[src/rtl/mem_bus_arbiter_pkg.sv]
// Shared definitions for the IF/MEM external bus arbiter: FSM encodings,
// the stall-vector slot used by the bus stall request, and the timeout default.
package mem_bus_arbiter_pkg;

  typedef enum logic [1:0] {
    IDLE      = 2'd0,
    DATA_BUSY = 2'd1,
    INST_BUSY = 2'd2,
    RESP      = 2'd3
  } arb_state_e;

  // Slot of stallreq_for_bus inside the stall controller's request vector.
  localparam int STALL_BUS = 2;

  localparam int MAX_WAIT_DEFAULT = 255;

endpackage

[src/rtl/mem_bus_arbiter_wait_timer.sv]
// Saturating wait counter for one bus transaction; timeout fires on the
// cycle the count would reach MAX_WAIT while still waiting.
module bus_wait_timer
  import mem_bus_arbiter_pkg::*;
#(
  parameter int MAX_WAIT = MAX_WAIT_DEFAULT
) (
  input  logic clk,
  input  logic rst,
  input  logic clear,
  input  logic enable,
  output logic timeout
);

  localparam int CNT_W = $clog2(MAX_WAIT + 1);

  logic [CNT_W-1:0] count;

  always_ff @(posedge clk) begin
    if (rst || clear) begin
      count <= '0;
    end else if (enable && (count != CNT_W'(MAX_WAIT))) begin
      count <= count + 1'b1;
    end
  end

  assign timeout = enable && (count == CNT_W'(MAX_WAIT - 1));

endmodule

[src/rtl/mem_bus_arbiter.sv]
// Arbitrates the single external bus between the MEM-stage data port
// (priority) and the IF-stage fetch port, one outstanding transaction at a time.
module mem_bus_arbiter
  import mem_bus_arbiter_pkg::*;
#(
  parameter int ADDR_W   = 32,
  parameter int DATA_W   = 32,
  parameter int MAX_WAIT = MAX_WAIT_DEFAULT
) (
  input  logic                clk,
  input  logic                rst,
  input  logic                flush,
  input  logic                inst_req,
  input  logic [ADDR_W-1:0]   inst_addr,
  output logic [DATA_W-1:0]   inst_rdata,
  output logic                inst_done,
  input  logic                data_req,
  input  logic [DATA_W/8-1:0] data_we,
  input  logic [ADDR_W-1:0]   data_addr,
  input  logic [DATA_W-1:0]   data_wdata,
  output logic [DATA_W-1:0]   data_rdata,
  output logic                data_done,
  output logic                bus_err,
  output logic                bus_req,
  output logic [DATA_W/8-1:0] bus_we,
  output logic [ADDR_W-1:0]   bus_addr,
  output logic [DATA_W-1:0]   bus_wdata,
  input  logic [DATA_W-1:0]   bus_rdata,
  input  logic                bus_ack,
  output logic                stallreq_for_bus
);

  arb_state_e state, state_next;
  logic       accept_data, accept_inst, busy, finish;
  logic       timeout, drop_q, dropping;

  always_ff @(posedge clk) begin
    if (rst) begin
      state <= IDLE;
    end else begin
      state <= state_next;
    end
  end

  always_comb begin
    state_next = state;
    case (state)
      IDLE: begin
        if (data_req) begin
          state_next = DATA_BUSY;
        end else if (inst_req && !flush) begin
          state_next = INST_BUSY;
        end
      end
      DATA_BUSY, INST_BUSY: begin
        if (bus_ack || timeout) begin
          state_next = RESP;
        end
      end
      RESP:    state_next = IDLE;
      default: state_next = IDLE;
    endcase
  end

  always_comb begin
    accept_data = 1'b0;
    accept_inst = 1'b0;
    busy        = 1'b0;
    case (state)
      IDLE: begin
        accept_data = data_req;
        accept_inst = !data_req && inst_req && !flush;
      end
      DATA_BUSY, INST_BUSY: busy = 1'b1;
      default: ;
    endcase
  end

  assign finish   = busy && (bus_ack || timeout);
  // A flush arriving on the completing cycle must also suppress the fetch result.
  assign dropping = drop_q || flush;

  bus_wait_timer #(
    .MAX_WAIT (MAX_WAIT)
  ) u_wait_timer (
    .clk     (clk),
    .rst     (rst),
    .clear   (!busy),
    .enable  (busy && !bus_ack),
    .timeout (timeout)
  );

  always_ff @(posedge clk) begin
    if (rst) begin
      bus_req    <= 1'b0;
      bus_we     <= '0;
      bus_addr   <= '0;
      bus_wdata  <= '0;
      data_rdata <= '0;
      inst_rdata <= '0;
      data_done  <= 1'b0;
      inst_done  <= 1'b0;
      bus_err    <= 1'b0;
      drop_q     <= 1'b0;
    end else begin
      data_done <= 1'b0;
      inst_done <= 1'b0;
      bus_err   <= 1'b0;

      if (accept_data) begin
        bus_req   <= 1'b1;
        bus_we    <= data_we;
        bus_addr  <= data_addr;
        bus_wdata <= data_wdata;
      end else if (accept_inst) begin
        bus_req   <= 1'b1;
        bus_we    <= '0;
        bus_addr  <= inst_addr;
        bus_wdata <= '0;
      end else if (finish) begin
        bus_req <= 1'b0;
      end

      if (finish && (state == DATA_BUSY)) begin
        data_done  <= 1'b1;
        bus_err    <= !bus_ack;
        data_rdata <= bus_ack ? bus_rdata : '0;
      end

      if (finish && (state == INST_BUSY)) begin
        inst_done  <= !dropping;
        bus_err    <= !bus_ack && !dropping;
        inst_rdata <= bus_ack ? bus_rdata : '0;
      end

      if ((state == INST_BUSY) && flush) begin
        drop_q <= 1'b1;
      end else if (state == RESP) begin
        drop_q <= 1'b0;
      end
    end
  end

  assign stallreq_for_bus = (data_req && !data_done) || (inst_req && !inst_done && !flush);

endmodule

[config.mk]
export PLATFORM = sky130hd
export DESIGN_NAME = mem_bus_arbiter
export DESIGN_NICKNAME = d
export VERILOG_FILES = /design/src/rtl/mem_bus_arbiter_pkg.sv /design/src/rtl/mem_bus_arbiter_wait_timer.sv /design/src/rtl/mem_bus_arbiter.sv
export SDC_FILE = /design/constraint.sdc
export NUM_CORES = 1
export LEC_CHECK = 0
export BUFFER_PORTS_ARGS = -buffer_cell sky130_fd_sc_hd__buf_4
export CELL_PAD_IN_SITES_DETAIL_PLACEMENT = 0
export CELL_PAD_IN_SITES_GLOBAL_PLACEMENT = 2
export CORE_UTILIZATION = 24
export DETAILED_ROUTE_END_ITERATION = 16
export MAX_ROUTING_LAYER = met4
export PLACE_DENSITY_LB_ADDON = 0.1
export SYNTH_ARGS = -nofsm -noshare
export SYNTH_HDL_FRONTEND = slang
export SYNTH_HIERARCHICAL = 1
export SYNTH_SLANG_ARGS = --single-unit
[constraint.sdc]
create_clock -name clk -period 2.7 [get_ports clk]
set_input_delay 0.405 -clock clk [delete_from_list [all_inputs] [get_ports clk]]
set_output_delay 0.405 -clock clk [all_outputs]
set_load 0.005 [all_outputs]
* Word-level counts from Yosys, hierarchy flattened
Cells that the tools add are included.
** Word-level totals
- Register bits after elaboration :: 147
- Input port bits :: 138
- Output and inout port bits :: 137
- Logic and storage cells :: 75
** Operators by class
- $add $sub $neg :: 1
- Reduce and logical (&&, ||, !) cells :: 32
- Eq/ne operators :: 7
- Multiplexer cells :: 22
- Bitwise logic cells :: 1
** Operators with widths (count)
- $mux 32 :: 5
- $logic_and 1x1->1 :: 14
- $mux 1 :: 11
- $add 8x1->8 const B :: 1
- $eq 8x8->1 const B :: 1
- $mux 4 :: 2
- $ne 8x8->1 const B :: 1
- $logic_not 1->1 :: 7
- $mux 2 :: 3
- $pmux 2 s3 :: 1
- $eq 2x2->1 const B :: 2
- $logic_or 1x1->1 :: 4
- $reduce_bool 2->1 :: 2
- $reduce_or 2->1 :: 2
- $ne 3x3->1 const B :: 1
- $reduce_bool 3->1 :: 1
- $eq 2x1->1 const B :: 1
- $logic_not 2->1 :: 1
- $ne 2x2->1 const B :: 1
- $reduce_and 2->1 :: 1
- $not 1->1 :: 1

* Depth between registers and ports, before layout
- Depth after elaboration :: 10
- Depth in mapped cells :: 11
- Mapped depth without buffers :: 9

* By module
Netlist, hierarchy kept.
** By module, submodules not included
- mem_bus_arbiter :: area an instance 5784.3 um^2, instances 1, seq. area each 2782.7 um^2, cells an instance 597
- bus_wait_timer :: area an instance 459.2 um^2, instances 1, seq. area each 160.2 um^2, cells an instance 51

* Worst setup path after synthesis
No wires, ideal clock.
- Path type :: register to register
- From :: reg state[1]
- To :: reg state[0]
- Period minus slack after synthesis :: 2.556 ns
- Arrival :: 2.432 ns
- Setup time :: 0.123 ns
- Slack :: 0.144 ns
- Cell stages (with the launch flop) :: 11
- Cells stage by stage :: dfxtp_1 -> inv_1 -> ha_1 -> buf_2 -> inv_1 -> nor2_1 -> nand2_1 -> nor3_1 -> nor2_1 -> a32oi_1 -> mux2_1
** On the way
- Cells in the longest elaborated chain, start to end :: 8
- Elaborated cells between the ends (all ways) :: 13
- Those cells by class :: eq/ne (5); mux (2); reduce/logical (6)
** RTL lines
- start: declaration :: line mem_bus_arbiter.sv:33 : arb_state_e state, state_next;
- start signal: assignment :: line mem_bus_arbiter.sv:41 : state <= state_next;
- $eq 2x1->1 or $eq 2x2->1 (tied branches) :: line mem_bus_arbiter.sv:69 : case (state)
- $reduce_or 2->1 * :: line mem_bus_arbiter.sv:69
- $mux 1 * :: line mem_bus_arbiter.sv:69
- $logic_and 1x1->1 * :: line mem_bus_arbiter.sv:89 : .enable (busy && !bus_ack),
- $logic_and 1x1->1 * :: line mem_bus_arbiter_wait_timer.sv:27 : assign timeout = enable && (count == CNT_W'(MAX_WAIT - 1));
- net timeout :: line mem_bus_arbiter.sv:35 : logic timeout, drop_q, dropping;
- $logic_or 1x1->1 * :: line mem_bus_arbiter.sv:56 : if (bus_ack || timeout) begin
- $ne 2x2->1 (no source line) *
- $reduce_and 2->1 (no source line) *
The timed path passes the listed nets; every way through them passes the cells marked *.
A chain may end at the register's enable or synchronous reset.

* Worst setup path in the final report
- From :: reg state[0]
- To :: reg data_rdata[23]
** On the way
- Cells in the longest elaborated chain, start to end :: 8
- Elaborated cells between the ends (all ways) :: 9
- Those cells by class :: eq/ne (2); mux (1); reduce/logical (6)
** RTL lines
- $eq 2x1->1 or $eq 2x2->1 (tied branches) :: line mem_bus_arbiter.sv:69
- $reduce_or 2->1 * :: line mem_bus_arbiter.sv:69
- $mux 1 * :: line mem_bus_arbiter.sv:69
- $logic_and 1x1->1 * :: line mem_bus_arbiter.sv:89
- $logic_and 1x1->1 * :: line mem_bus_arbiter_wait_timer.sv:27
- net timeout :: line mem_bus_arbiter.sv:35
- $logic_or 1x1->1 * :: line mem_bus_arbiter.sv:79 : assign finish = busy && (bus_ack || timeout);
- $logic_and 1x1->1 * :: line mem_bus_arbiter.sv:79
- $logic_and 1x1->1 * :: line mem_bus_arbiter.sv:124 : if (finish && (state == DATA_BUSY)) begin
- end signal: assignment :: line mem_bus_arbiter.sv:127 : data_rdata <= bus_ack ? bus_rdata : '0;
- end: declaration :: line mem_bus_arbiter.sv:21 : output logic [DATA_W-1:0] data_rdata,
Marked as above.

==> results_dict.tcl <==
set metrics [dict create \
    status "finished clean" \
    cts-htree-levels 4 \
    clockRootBuffer "clkbuf_16" \
    ctsLongestPathBuffers 2 \
    hold_class "primary input to flop" \
    required_ps 3050 \
    cts.sinks 147 \
    placedInstanceArea_sq_mm 0.008563 \
    period_minus_slack_ps 2303 \
    synth_fp_nets 793 \
    powerDensity_mw_per_mm2 840.5 \
    maxSlewViolCount 0 \
    gp_congestion 0.7714 \
    synth.avg_cell_area_sq_um 9.635 \
    netlist.area_leader.share_pct 47.13 \
    final_hold_viol_count 0 \
    initial_core_util_pct 24.65 \
    grt_pass1_wl_um 31110 \
    cts_resized 0 \
    antenna_cells 0 \
    yosys.area.top_type "dfxtp_1" \
    cts_buffers 17 \
    place.port_buffers 274 \
    drt_iter0_drc 246 \
    final.period_utilization_pct 85.28 \
    synthTopCellsByCount "dfxtp_1, nand2_1, a21oi_1, nand3_1, nor2_1" \
    crit_buf_inv 4 \
    antenna_found_initial 0 \
    whs_ps 186.6 \
    firstDrtPassIters 4 \
    cp-end-kind "flop" \
    netlist_area_sq_mm 0.006243 \
    nets 1043 \
    syn_to_final_growth_pct 46.25 \
    worstSkewPairLatency_ps 420 \
    die_w_um 163.3 \
    cp.arrival_ps 2650 \
    startpoint_type "flop" \
    ctsHoldBuffers 0 \
    dp_cells 1209 \
    synth_seq_cells 147 \
    synthesis.instances 648 \
    synth_area_leaders "dfxtp_1, a2111oi_2, a32o_1" \
    pin_count 275 \
    skew_ps 10.99 \
    overflow 0 \
    die_height_um 163.3 \
    yosysWarnings 6 \
    max_slew_margin_pct 43.50 \
    crit_type "flop to flop" \
    setup_ws_ps 397.3 \
    cp_max_fo 24 \
    routed_wl_um 20420 \
    post_cts_buffers 0 \
    n_fill_cell 2592 \
    vias_per_cell 4.670 \
    grt_pass1_vias 5655 \
    core_area_sq_mm 0.02533 \
    crit_chain "inv_1 > ha_1 > inv_1 > nor2_1 > nand2_1 > nor3_1 > buf_4 > o211ai_2 > buf_12 > nand2_1 > a21oi_1" \
    drcViolationCount 0 \
    synth-edff-count 0 \
    synth_top_flop_cell "dfxtp_1" \
    dieArea_sq_mm 0.02666 \
    finalSetupTns_ps 0 \
    num_rows 58 \
    maxCapViolations 0 \
    cts_tree "done" \
    ys_seq_area_share_pct 47.13 \
    synth_cell_types 45 \
    worstMarginPinSlew_ps 845.5 \
    fmax_mhz 434.3 \
    setup_violations 0 \
    vias 5795 \
    fin_cells 1241 \
    dpl.hpwl_um 14360 \
    ir_drop_uv 348.2 \
    p_leak_nw 3.798 \
    avgRoutedWirePerCell_um 16.45 \
    synth.most_common_cell "dfxtp_1" \
    finish.instance_area_sq_mm 0.009131 \
    crit_family "buffers and inverters" \
    gr-usage-all-layers_pct 15.46 \
    drive_gt1_share_pct 40.50 \
    path_clk_slew_ps 70 \
    max_stage_delay_ps 490 \
    async_flop_share_pct 0 \
    grt_setup_unrepaired "no" \
    grt_max_degree 69 \
    ant_nets 0 \
    pre_cts_slack_ps 398.5 \
    crit_slowest_cell "o211ai_2" \
]
[cell type report]
cell class	instances	area [sq um]	share of cell area, %
well taps	330	412.9	4.522
clock inverters	14	138.9	1.521
flip-flops and latches	147	2943	32.23
multi-input cells	431	2907	31.83
repair buffers	292	2267	24.83
inverters	9	33.78	0.3700
clock buffers	18	429.2	4.700
[power breakdown]
group,internal [W],switching (W)
combinational,0.00124,0.00135
clock,0.00123,0.00107
sequential,0.00254,0.000247
[cells by family (layout without fill, tap and decap cells)]
logic type	count (synthesis)	count (layout)	synth area share, %
compound gates	158	158	21.98
fa+ha+maj	7	7	1.403
buf+inv	70	333	6.473
flops	147	147	47.13
mux	37	37	5.952
simple gates	229	229	17.05
[per-stage QoR]
| stage | utilization [%] | power (W) |
|---|---|---|
| after floorplan | - | 0.004398 |
| after global placement | 33.81 | 0.005419 |
| after detailed placement | 33.81 | 0.005488 |
| after CTS | 36.05 | 0.007826 |
| after global routing | 36.05 | 0.008158 |
| final | 36.05 | 0.007675 |
[per-layer routing]
layer	vias to the layer above	track usage (%)	wire length, um
li1	2876	-	-
met1	2726	18.47	8751
met2	179	25.10	9999
met3	14	4.596	1488
met4	0	4.206	181
met5	-	-	0
[cell usage in the layout, fill, tap and decap left out, drive strengths merged, types with 3 or more instances in the layout]
cell type  instances
a2111oi           33
a211oi             4
a21oi             69
a32o              36
buf              292
clkbuf            18
clkinv             4
dfxtp            147
ha                 7
inv               18
mux2i             36
nand2             74
nand2b             3
nand3             68
nor2              39
nor3              35
o211ai             3
o21ai              4
[flip-flops by register name, summed over array words and instances (netlist names), 2 cells and up]
register	cells
inst_rdata	32
bus_we	4
data_rdata	32
u_wait_timer/count	8
state	2
bus_addr	32
bus_wdata	32
[final timing paths]
path / from / end / slack [ps] / depth (start not counted)
worst max-delay path: state[0] / data_rdata[23] / 400 / 11
worst min-delay path: data_wdata[8] / bus_wdata[8] / 190 / 2
worst max register to register: state[0] / data_rdata[23] / 400 / 11
worst min register to register: data_rdata[24] / data_rdata[24] / 460 / 2
Power figures use the tool's default switching activity.
